[src/rtl/vga_ctrl_module.sv]
// vga_ctrl_module: 640x480@60Hz VGA timing generator and snake-game pixel colourer.
// Counters publish the scan position; sync and RGB are registered one clock behind it.
module vga_ctrl_module #(
  parameter int H_VISIBLE  = 640,
  parameter int H_FRONT    = 16,
  parameter int H_SYNC     = 96,
  parameter int H_BACK     = 48,
  parameter int V_VISIBLE  = 480,
  parameter int V_FRONT    = 10,
  parameter int V_SYNC     = 2,
  parameter int V_BACK     = 33,
  parameter int CELL_SHIFT = 4
) (
  input  logic       Clk_25mhz,
  input  logic       Rst_n,
  input  logic [1:0] Object,
  input  logic [5:0] Apple_x,
  input  logic [4:0] Apple_y,
  input  logic       Apple_type,
  output logic [9:0] Pixel_x,
  output logic [9:0] Pixel_y,
  output logic       Hsync_sig,
  output logic       Vsync_sig,
  output logic       play_VGA_red,
  output logic       play_VGA_green,
  output logic       play_VGA_blue
);
  localparam logic [9:0] H_VIS  = 10'(H_VISIBLE);
  localparam logic [9:0] H_SS   = 10'(H_VISIBLE + H_FRONT);
  localparam logic [9:0] H_SE   = 10'(H_VISIBLE + H_FRONT + H_SYNC);
  localparam logic [9:0] H_LAST = 10'(H_VISIBLE + H_FRONT + H_SYNC + H_BACK - 1);
  localparam logic [9:0] V_VIS  = 10'(V_VISIBLE);
  localparam logic [9:0] V_SS   = 10'(V_VISIBLE + V_FRONT);
  localparam logic [9:0] V_SE   = 10'(V_VISIBLE + V_FRONT + V_SYNC);
  localparam logic [9:0] V_LAST = 10'(V_VISIBLE + V_FRONT + V_SYNC + V_BACK - 1);
  localparam logic [5:0] COLS   = 6'(H_VISIBLE >> CELL_SHIFT);
  localparam logic [4:0] ROWS   = 5'(V_VISIBLE >> CELL_SHIFT);

  logic [9:0] r_h_cnt, r_v_cnt;
  logic       r_hsync, r_vsync;
  logic [2:0] r_rgb;
  logic       w_visible, w_apple_hit;
  logic [5:0] w_cell_x;
  logic [4:0] w_cell_y;
  logic [2:0] w_rgb;

  assign w_visible   = (r_h_cnt < H_VIS) && (r_v_cnt < V_VIS);
  assign w_cell_x    = 6'(r_h_cnt >> CELL_SHIFT);
  assign w_cell_y    = 5'(r_v_cnt >> CELL_SHIFT);
  // Out-of-grid apple coordinates must never alias onto a visible cell
  assign w_apple_hit = w_visible && (Apple_x < COLS) && (Apple_y < ROWS) &&
                       (w_cell_x == Apple_x) && (w_cell_y == Apple_y);

  always_comb begin
    w_rgb = !w_visible       ? 3'b000 :
            Object == 2'b11  ? 3'b111 :
            Object == 2'b01  ? 3'b110 :
            Object == 2'b10  ? 3'b011 :
            w_apple_hit      ? (Apple_type ? 3'b010 : 3'b100) :
                               3'b000;
  end

  always_ff @(posedge Clk_25mhz or negedge Rst_n) begin
    if (!Rst_n) begin
      r_h_cnt <= '0;
      r_v_cnt <= '0;
      r_hsync <= 1'b1;
      r_vsync <= 1'b1;
      r_rgb   <= 3'b000;
    end else begin
      r_h_cnt <= (r_h_cnt == H_LAST) ? 10'd0 : r_h_cnt + 10'd1;
      if (r_h_cnt == H_LAST)
        r_v_cnt <= (r_v_cnt == V_LAST) ? 10'd0 : r_v_cnt + 10'd1;
      r_hsync <= !((r_h_cnt >= H_SS) && (r_h_cnt < H_SE));
      r_vsync <= !((r_v_cnt >= V_SS) && (r_v_cnt < V_SE));
      r_rgb   <= w_rgb;
    end
  end

  assign Pixel_x        = r_h_cnt;
  assign Pixel_y        = r_v_cnt;
  assign Hsync_sig      = r_hsync;
  assign Vsync_sig      = r_vsync;
  assign play_VGA_red   = r_rgb[2];
  assign play_VGA_green = r_rgb[1];
  assign play_VGA_blue  = r_rgb[0];
endmodule

[config.mk]
export PLATFORM = sky130hd
export DESIGN_NAME = vga_ctrl_module
export DESIGN_NICKNAME = d
export VERILOG_FILES = /design/src/rtl/vga_ctrl_module.sv
export SDC_FILE = /design/constraint.sdc
export NUM_CORES = 1
export LEC_CHECK = 0
export ABC_AREA = 1
export CAP_MARGIN = 5
export CORE_ASPECT_RATIO = 1.2
export CORE_UTILIZATION = 29
export CTS_BUF_LIST = sky130_fd_sc_hd__clkbuf_4 sky130_fd_sc_hd__clkbuf_8
export CTS_CLUSTER_SIZE = 40
export DETAILED_ROUTE_END_ITERATION = 16
export PLACE_DENSITY = 0.53
export SLEW_MARGIN = 20
export SYNTH_ARGS = -nofsm -noshare
export SYNTH_HDL_FRONTEND = slang
export SYNTH_SLANG_ARGS = --single-unit
[constraint.sdc]
create_clock -name Clk_25mhz -period 1.47 [get_ports Clk_25mhz]
set_input_delay 0.2205 -clock Clk_25mhz [delete_from_list [all_inputs] [get_ports Clk_25mhz]]
set_output_delay 0.2205 -clock Clk_25mhz [all_outputs]
set_load 0.05 [all_outputs]
==> results of run 1 <==
state kept, by name (all words and copies together) (netlist names):
| name | cells |
|---|---|
| r_rgb | 3 |
| Vsync_sig | 1 |
| Pixel_y | 10 |
| Hsync_sig | 1 |
| Pixel_x | 10 |
layout make-up:
class	instances	area [sq um]
fill	484	2419
clock buffer	4	48.80
inverter	34	127.6
multi-input combinational	140	835.8
sequential	25	650.6
tap	60	75.07
timing repair buffer	68	853.3
synth_stat cells, drive strengths merged:
library cell,number
a21oi,8
a31oi,1
buf,3
clkbuf,1
dfrtp,23
dfstp,2
ha,4
inv,34
nand2,41
nand3,15
nand4,8
nor2,33
nor3,8
nor4,1
o21ai,11
o31ai,1
or2,2
xnor2,2
xor2,5
power breakdown:
group          leakage [nW]  total (mW)  switching, mW  internal (mW)
combinational         0.875       0.114         0.0590         0.0551
sequential            0.294       0.692       0.000985          0.691
clock                0.0262       0.453          0.240          0.213
total                  1.19        1.26          0.300          0.960
layer usage:
layer | GRT usage | wire (um) | vias up
met5 | 0 | 0 | -
met4 | 0.08333 | 81 | 0
met3 | 0.01806 | 201 | 5
met2 | 0.2500 | 1917 | 33
met1 | 0.2070 | 1842 | 704
li1 | - | - | 782
worst max-delay path, delay by kind of cell (launching register included):
kind,cells,cell delay (ns)
flip-flops,1,0.39
buffers and inverters,1,0.14
AND/OR/NAND/NOR,5,0.51
adder cells (fa/ha/maj),1,0.15
XOR/XNOR,1,0.12
metrics by stage:
| stage | setup TNS (ns) | power, mW | worst slack (ns) | std cells | util |
|---|---|---|---|---|---|
| floorplan | -0.5516 | 0.7461 | -0.08267 | 203 | - |
| global placement | -0.01738 | 0.8198 | -0.01245 | 317 | 0.4803 |
| detailed placement | -0.06156 | 0.8195 | -0.03562 | 317 | 0.4803 |
| CTS | 0 | 1.277 | 0.004404 | 321 | 0.4900 |
| global route | -0.1937 | 1.311 | -0.04482 | 331 | 0.5172 |
| finish | 0 | 1.259 | 0.04774 | 331 | 0.5172 |
path summary, 6_finish.rpt:
kind,start,end,slack (ns)
hold / removal,Rst_n,r_rgb[2],0.31
setup reg to reg,Pixel_x[0],Pixel_y[7],0.05
min in group Clk_25mhz,Object[0],r_rgb[2],0.51
setup / recovery,Pixel_x[0],Pixel_y[7],0.05
max in group asynchronous,Rst_n,Vsync_sig,0.86
hold reg to reg,Pixel_x[6],Hsync_sig,0.53
repair_timing:
| item | CTS | global route |
|---|---|---|
| hold buffers | 0 | 0 |
| setup endpoints to repair | 0 | 11 |
| setup buffers | 0 | 9 |
| resized for setup | 0 | 13 |
cells by family (layout without fill, tap and decap cells):
| logic type | after synthesis | after routing |
|---|---|---|
| AND/OR/NAND/NOR | 108 | 108 |
| flip-flops | 25 | 25 |
| buffers and inverters | 38 | 106 |
| XOR/XNOR | 7 | 7 |
| AO/OA/AOI/OAI | 21 | 21 |
| adder cells (fa/ha/maj) | 4 | 4 |
==> flow_summary.ini, run 1 <==
[floorplan]
die_h_um = 81.90
dieArea_sq_um = 5616
coreArea_sq_um = 5010
die_w_um = 68.58
num_rows = 28
io-pin-count = 41
start_util = 0.3079

[route]
drtAntennaViolNets = 0
drc = 0
drt-vias-per-instance = 4.604
wl_um = 4042
wl_per_cell_um = 12.21
vias = 1524
first_pass_iters = 4
drt_iter0_drc = 50

[synthesis]
synth_top_cell_by_area = dfrtp_1
syn_nets = 223
yosys.area_share.simple = 0.3463
syn_area_sq_um = 1543
yosys_register_bits = 25
synth_area_leaders = dfrtp_1, nand2_1, inv_1
yosysWarnings = 0
muxShareOfSynthArea = 0
synth_cells = 203
synth-xor-area-share = 0.03974
synth_top_area_share = 0.3731
postSynthAreaPerCell_sq_um = 7.600
synth_compound_area_frac = 0.07299
seq_area_frac_synth = 0.4071
synth_top_family_by_area = simple AND/OR/NAND/NOR gates
synthAdderAreaFrac = 0.03244
netlist-cell-type-count = 31

[critical_path]
end_kind = flop
crit_slowest_cell = dfrtp_2
critPathArrivalTime_ns = 1.60
startpoint_type = flop
worstPathCellList = ha_4 -> nand2_4 -> nor2_4 -> buf_4 -> nand3_4 -> nor2_4 -> nand3_2 -> xnor2_1
worst_path_most_repeated_cell = nor2_4
crit_type = reg2reg
r2r_cells = 8
path_max_fanout = 6
cp_data_required_time_ns = 1.64
max_stage_delay_ns = 0.39

[clock_tree]
htreeDepth = 1
cts_tree = done
clk_latency_ns = 0.28
cts_buffer_depth = 2
cts_num_sinks = 25
clkSlewWorstSetupHoldPaths_ns = 0.09
clock-root-buffer = clkbuf_8
numCtsBuffers = 3

[global_routing]
grt_max_degree = 26
antenna_found_initial = 0
grt_pass1_vias = 1429
grt_usage = 0.1579
grt_pass1_wl_um = 6589
overflow = 0

[final_layout]
area_growth_pct = 67.96
drive_above_1_share = 0.4096
finalInstanceArea_sq_um = 2591
antenna_cells = 0
mostFrequentLayoutCells = nand2_1, buf_4, inv_1
num-nets-final = 292
final_common_cell = nand2_1

[placed_design]
dp_hpwl_um = 3063
portBuffers = 40
gp_congestion = 0.8163
dpl_cell_area_sq_um = 2406

[sta]
relSlewSlack = 0.7726
setup_violations = 0
worst_pin_slew_ns = 0.3411
min_period_ns = 1.422
hold_violations = 0
rsz0062_at_grt = yes
fmax_ghz = 0.7031
slew_viol_final = 0
period_share = 0.9675
finalClockSkew_ns = 0.002609
whs_ns = 0.3118

[power]
powerDensity_nw_per_um2 = 486.0
vdd_drop_max_mv = 0.2851
p_leak_nw = 1.195

[status]
status = finished, final reports clean

[flow_run]
drv_cap = 0

[hold_path]
holdCritPathClass = in2async
No activity file was read; power rests on OpenSTA's default activity.
==> run 2, diff against run 1 <==
==> constraint.sdc (replaced) <==
create_clock -name Clk_25mhz -period 1.47 [get_ports Clk_25mhz]
set_input_delay 0.2205 -clock Clk_25mhz [delete_from_list [all_inputs] [get_ports Clk_25mhz]]
set_output_delay 0.2205 -clock Clk_25mhz [all_outputs]
set_load 0.02 [all_outputs]
==> flow_summary.ini, run 2 (synthesis gave the netlist of run 1 again) <==
[critical_path]
critical_path_buf_inv_count = 2
crit_slowest_cell = dfrtp_2
startpoint_type = flop
crit_type = reg2out
r2r_cells = 8
end_kind = primary output
worstPathCellList = buf_4 -> dlygate4sd2_1
max_stage_delay_ns = 0.48
path_max_fanout = 7
r2r_start = Pixel_x[1]
cp.depth = 2
cpLargestDelayFamily = flip-flops
regToRegEndpoint = Pixel_y[3]
r2r_slack_ns = 0.05
critPathArrivalTime_ns = 1.22
cp_data_required_time_ns = 1.25

[floorplan]
die_h_um = 81.90
start_util = 0.3079
coreArea_sq_um = 5010
die_w_um = 68.58
num_rows = 28
io-pin-count = 41
dieArea_sq_um = 5616

[placed_design]
gp_congestion = 0.8352
dp_hpwl_um = 2898
portBuffers = 40
dpl_cell_area_sq_um = 2137
dp.cells = 315

[sta]
relSlewSlack = 0.7682
min_period_ns = 1.439
slew_viol_final = 0
setup_violations = 0
fmax_ghz = 0.6947
worst_pin_slew_ns = 0.3476
period_share = 0.9792
finalSetupTns_ns = 0
finalClockSkew_ns = 0.006369
hold_violations = 0
rsz0062_at_grt = yes

[power]
p_leak_nw = 1.175
vdd_drop_max_mv = 0.2832
powerDensity_nw_per_um2 = 540.4

[route]
wl_per_cell_um = 12.10
drt_iter0_drc = 63
wl_um = 3909
drc = 0
vias = 1461
drt-vias-per-instance = 4.523
first_pass_iters = 4
drtAntennaViolNets = 0

[clock_tree]
cts_buffer_depth = 2
numCtsBuffers = 3
clock-root-buffer = clkbuf_8
clk_latency_ns = 0.27
clkSlewWorstSetupHoldPaths_ns = 0.10
cts_num_sinks = 25
htreeDepth = 1
cts_tree = done

[global_routing]
grt_pass1_wl_um = 6389
antenna_found_initial = 0
grt_max_degree = 26
grt_usage = 0.1516
overflow = 0
grt_pass1_vias = 1395

[final_layout]
num-nets-final = 284
n_fill_cell = 542
final_util = 0.4498
mostFrequentLayoutCells = nand2_1, inv_1, nor2_1
drive_above_1_share = 0.2319
antenna_cells = 0
finalInstanceArea_sq_um = 2253
area_growth_pct = 46.07
final_common_cell = nand2_1
instances_no_fill = 323

[status]
status = finished, final reports clean

[hold_path]
holdCritPathClass = in2async

[flow_run]
drv_cap = 0
## run 2: how the worst max path moves through the flow
stage / end / slack [ns] / startpoint
floorplan: Pixel_y[4] / 0.01 / Pixel_x[0]
global placement: r_rgb[1] / 0.004 / Apple_x[4]
detailed placement: r_rgb[2] / -0.003 / Apple_y[4]
CTS: Pixel_x[3] / 0.009 / Pixel_x[3]
global route: Pixel_y[3] / -0.05 / Pixel_x[1]
finish: Pixel_x[7] / 0.03 / Pixel_x[7]
## run 2: layout make-up
class | count | area, sq um | share of cell area
clock buffers | 3 | 41.29 | 0.01832
clock inverters | 1 | 5.005 | 0.002221
inverters | 34 | 127.6 | 0.05664
well taps | 60 | 75.07 | 0.03331
multi-input cells | 140 | 805.8 | 0.3576
flip-flops and latches | 25 | 636.9 | 0.2826
repair buffers | 60 | 561.8 | 0.2493
## run 2: through the flow
stage | power (mW) | hold WS (ns) | worst slack (ns)
detailed placement | 0.8116 | 0.4971 | -0.003010
global route | 1.289 | 0.3554 | -0.05211
finish | 1.218 | 0.3158 | 0.03053
global placement | 0.8126 | 0.4946 | 0.003887
CTS | 1.246 | 0.3280 | 0.008727
floorplan | 0.7366 | -0.07509 | 0.01166
## run 2: per-layer routing
metal  vias to the layer above  wire (um)  track usage
met5                         -          0            0
met4                         0         34      0.04375
met3                         2        150      0.01389
met2                        23       1888       0.2608
met1                       669       1836       0.1973
li1                        767          -            -
## run 2: report_power, final
part | internal (mW) | switching [mW] | total, mW
combinational | 0.0555 | 0.0484 | 0.104
clock | 0.190 | 0.232 | 0.422
sequential | 0.691 | 0.000789 | 0.692
## run 2: repair_timing
action / in CTS / in global routing
gates resized for setup: 22 / 22
hold buffers: 0 / 0
gates cloned: 0 / 1
pin swaps: 0 / 5
setup buffers: 0 / 3
setup endpoints to repair: 21 / 13
==> run 3, diff against run 2 <==
--- a/config.mk
+++ b/config.mk
@@ -12,7 +12,8 @@
 export CTS_BUF_LIST = sky130_fd_sc_hd__clkbuf_4 sky130_fd_sc_hd__clkbuf_8
 export CTS_CLUSTER_SIZE = 40
 export DETAILED_ROUTE_END_ITERATION = 16
-export PLACE_DENSITY = 0.53
+export MAX_ROUTING_LAYER = met4
+export PLACE_DENSITY = 0.51
 export SLEW_MARGIN = 20
 export SYNTH_ARGS = -nofsm -noshare
 export SYNTH_HDL_FRONTEND = slang
==> constraint.sdc (replaced) <==
create_clock -name Clk_25mhz -period 1.76 [get_ports Clk_25mhz]
set_input_delay 0.264 -clock Clk_25mhz [delete_from_list [all_inputs] [get_ports Clk_25mhz]]
set_output_delay 0.264 -clock Clk_25mhz [all_outputs]
set_load 0.02 [all_outputs]
==> flow_summary.ini, run 3 (synthesis gave the netlist of run 1 again) <==
[status]
status = finished, final reports clean

[route]
first_pass_iters = 4
vias = 1433
drt-vias-per-instance = 4.653
wl_per_cell_um = 12.64
drc = 0
drtAntennaViolNets = 0
drt_iter0_drc = 52
wl_um = 3892

[sta]
min_period_ns = 1.702
finalSetupTns_ns = 0
fmax_ghz = 0.5876
setup_violations = 0
period_share = 0.9670
hold_violations = 0
finalClockSkew_ns = 0.005058
worst_pin_slew_ns = 0.3378
relSlewSlack = 0.7748
slew_viol_final = 0
rsz0062_at_grt = no

[global_routing]
antenna_found_initial = 0
grt_max_degree = 26
use_met3 = 0.02222
grt.busiest_layer = met2
grt_pass1_wl_um = 6506
overflow = 0
grt_use_met2 = 0.2657
gr-usage-met1 = 0.1964
grt_pass1_vias = 1364
grt_usage = 0.1579

[power]
p_comb_frac = 0.084
power.switching_uw = 238.3
powerDensity_nw_per_um2 = 500.3
clkPwrFrac = 0.360
p_leak_nw = 0.9585
vdd_drop_max_mv = 0.3067
pwr-share-seq = 0.556
swShare = 0.2291
p_int_uw = 802.1

[clock_tree]
cts_tree = done
clkSlewWorstSetupHoldPaths_ns = 0.09
cts_num_sinks = 25
clock-root-buffer = clkbuf_8
numCtsBuffers = 3
ctsHoldBuffers = 0
clk_latency_ns = 0.27
cts_buffer_depth = 2
htreeDepth = 1

[critical_path]
max_stage_delay_ns = 0.66
startpoint_type = flop
worstPathCellList = clkdlybuf4s50_1
crit_slowest_cell = clkdlybuf4s50_1
cp_data_required_time_ns = 1.50
critPathArrivalTime_ns = 1.44
end_kind = primary output
path_max_fanout = 8
crit_type = reg2out
cpLargestDelayFamily = buffers and inverters
critical_path_buf_inv_count = 1

[final_layout]
drive_above_1_share = 0.1331
final_util = 0.4151
final_common_cell = clkdlybuf4s50_1
area_growth_pct = 34.79
num-nets-final = 269
mostFrequentLayoutCells = clkdlybuf4s50_1, nand2_1, inv_1
antenna_cells = 0

[placed_design]
gp_congestion = 0.8044
dp_hpwl_um = 2917
portBuffers = 40

[floorplan]
start_util = 0.3079
coreArea_sq_um = 5010
die_w_um = 68.58
io-pin-count = 41
dieArea_sq_um = 5616
num_rows = 28
die_h_um = 81.90

[flow_run]
drv_cap = 0

[hold_path]
holdCritPathClass = in2async
[run 3: changes by cell type in the layout (fill, tap and decap cells not counted), moves of 2 or more]
cell,delta
o21ai_1,-3
buf_4,-13
dfrtp_2,-4
dfrtp_1,+4
clkdlybuf4s50_1,+24
inv_2,-3
nand3_1,+2
nor2_1,+2
dlymetal6s2s_1,-3
nand3_2,-2
dlygate4sd2_1,-21
o21ai_0,+4
inv_1,+3
[run 3: timing repair]
item                                   CTS  global route
endpoints found under the hold margin    0             0
setup endpoints to repair                0             6
buffers inserted                         0             1
gates resized for setup                  0             3
[run 3: per-stage QoR]
step                hold slack [ns]  worst slack, ns  instances  power, mW  area [sq um]
finish                       0.3549          0.05813        308      1.040          2079
floorplan                  -0.03159           0.2166        203     0.6153          1543
CTS                          0.3736          0.01151        307      1.054          2068
global placement             0.5038           0.2024        303     0.6787          2019
global route                 0.4070         0.003694        308      1.082          2079
detailed placement           0.5103           0.2081        303     0.6783          2019
[run 3: path summary, 6_finish.rpt]
kind                                  from    endpoint  slack [ns]  cells after the start
worst max-delay path            Pixel_x[5]  Pixel_x[5]        0.06                      1
worst min-delay path                 Rst_n    r_rgb[0]        0.35                      2
worst max register to register  Pixel_x[0]  Pixel_y[9]        0.20                      8
worst min register to register  Pixel_y[1]   Vsync_sig        0.51                      1
max in group asynchronous            Rst_n   Vsync_sig        1.11                      2
min in group Clk_25mhz          Pixel_y[1]   Vsync_sig        0.51                      1
[run 3: final cells by class]
class | count | area [sq um]
fill | 549 | 2930
inverter | 34 | 127.6
sequential | 25 | 631.9
clock buffer | 4 | 48.80
tap | 60 | 75.07
multi-input combinational | 140 | 758.2
timing repair buffer | 45 | 437.9
[run 3: layer usage]
layer,share of wire,vias to the layer above
li1,-,730
met4,0.011,0
met5,0,-
met3,0.051,4
met1,0.45,674
met2,0.49,25
[run 3: power groups by stage]
stage	Combinational, mW	Sequential (mW)	Clock (mW)
final	0.0873	0.578	0.375
after global routing	0.0985	0.579	0.404
after CTS	0.0894	0.578	0.386
after detailed placement	0.0887	0.590	0
after global placement	0.0892	0.589	0
after floorplan	0.0207	0.595	0
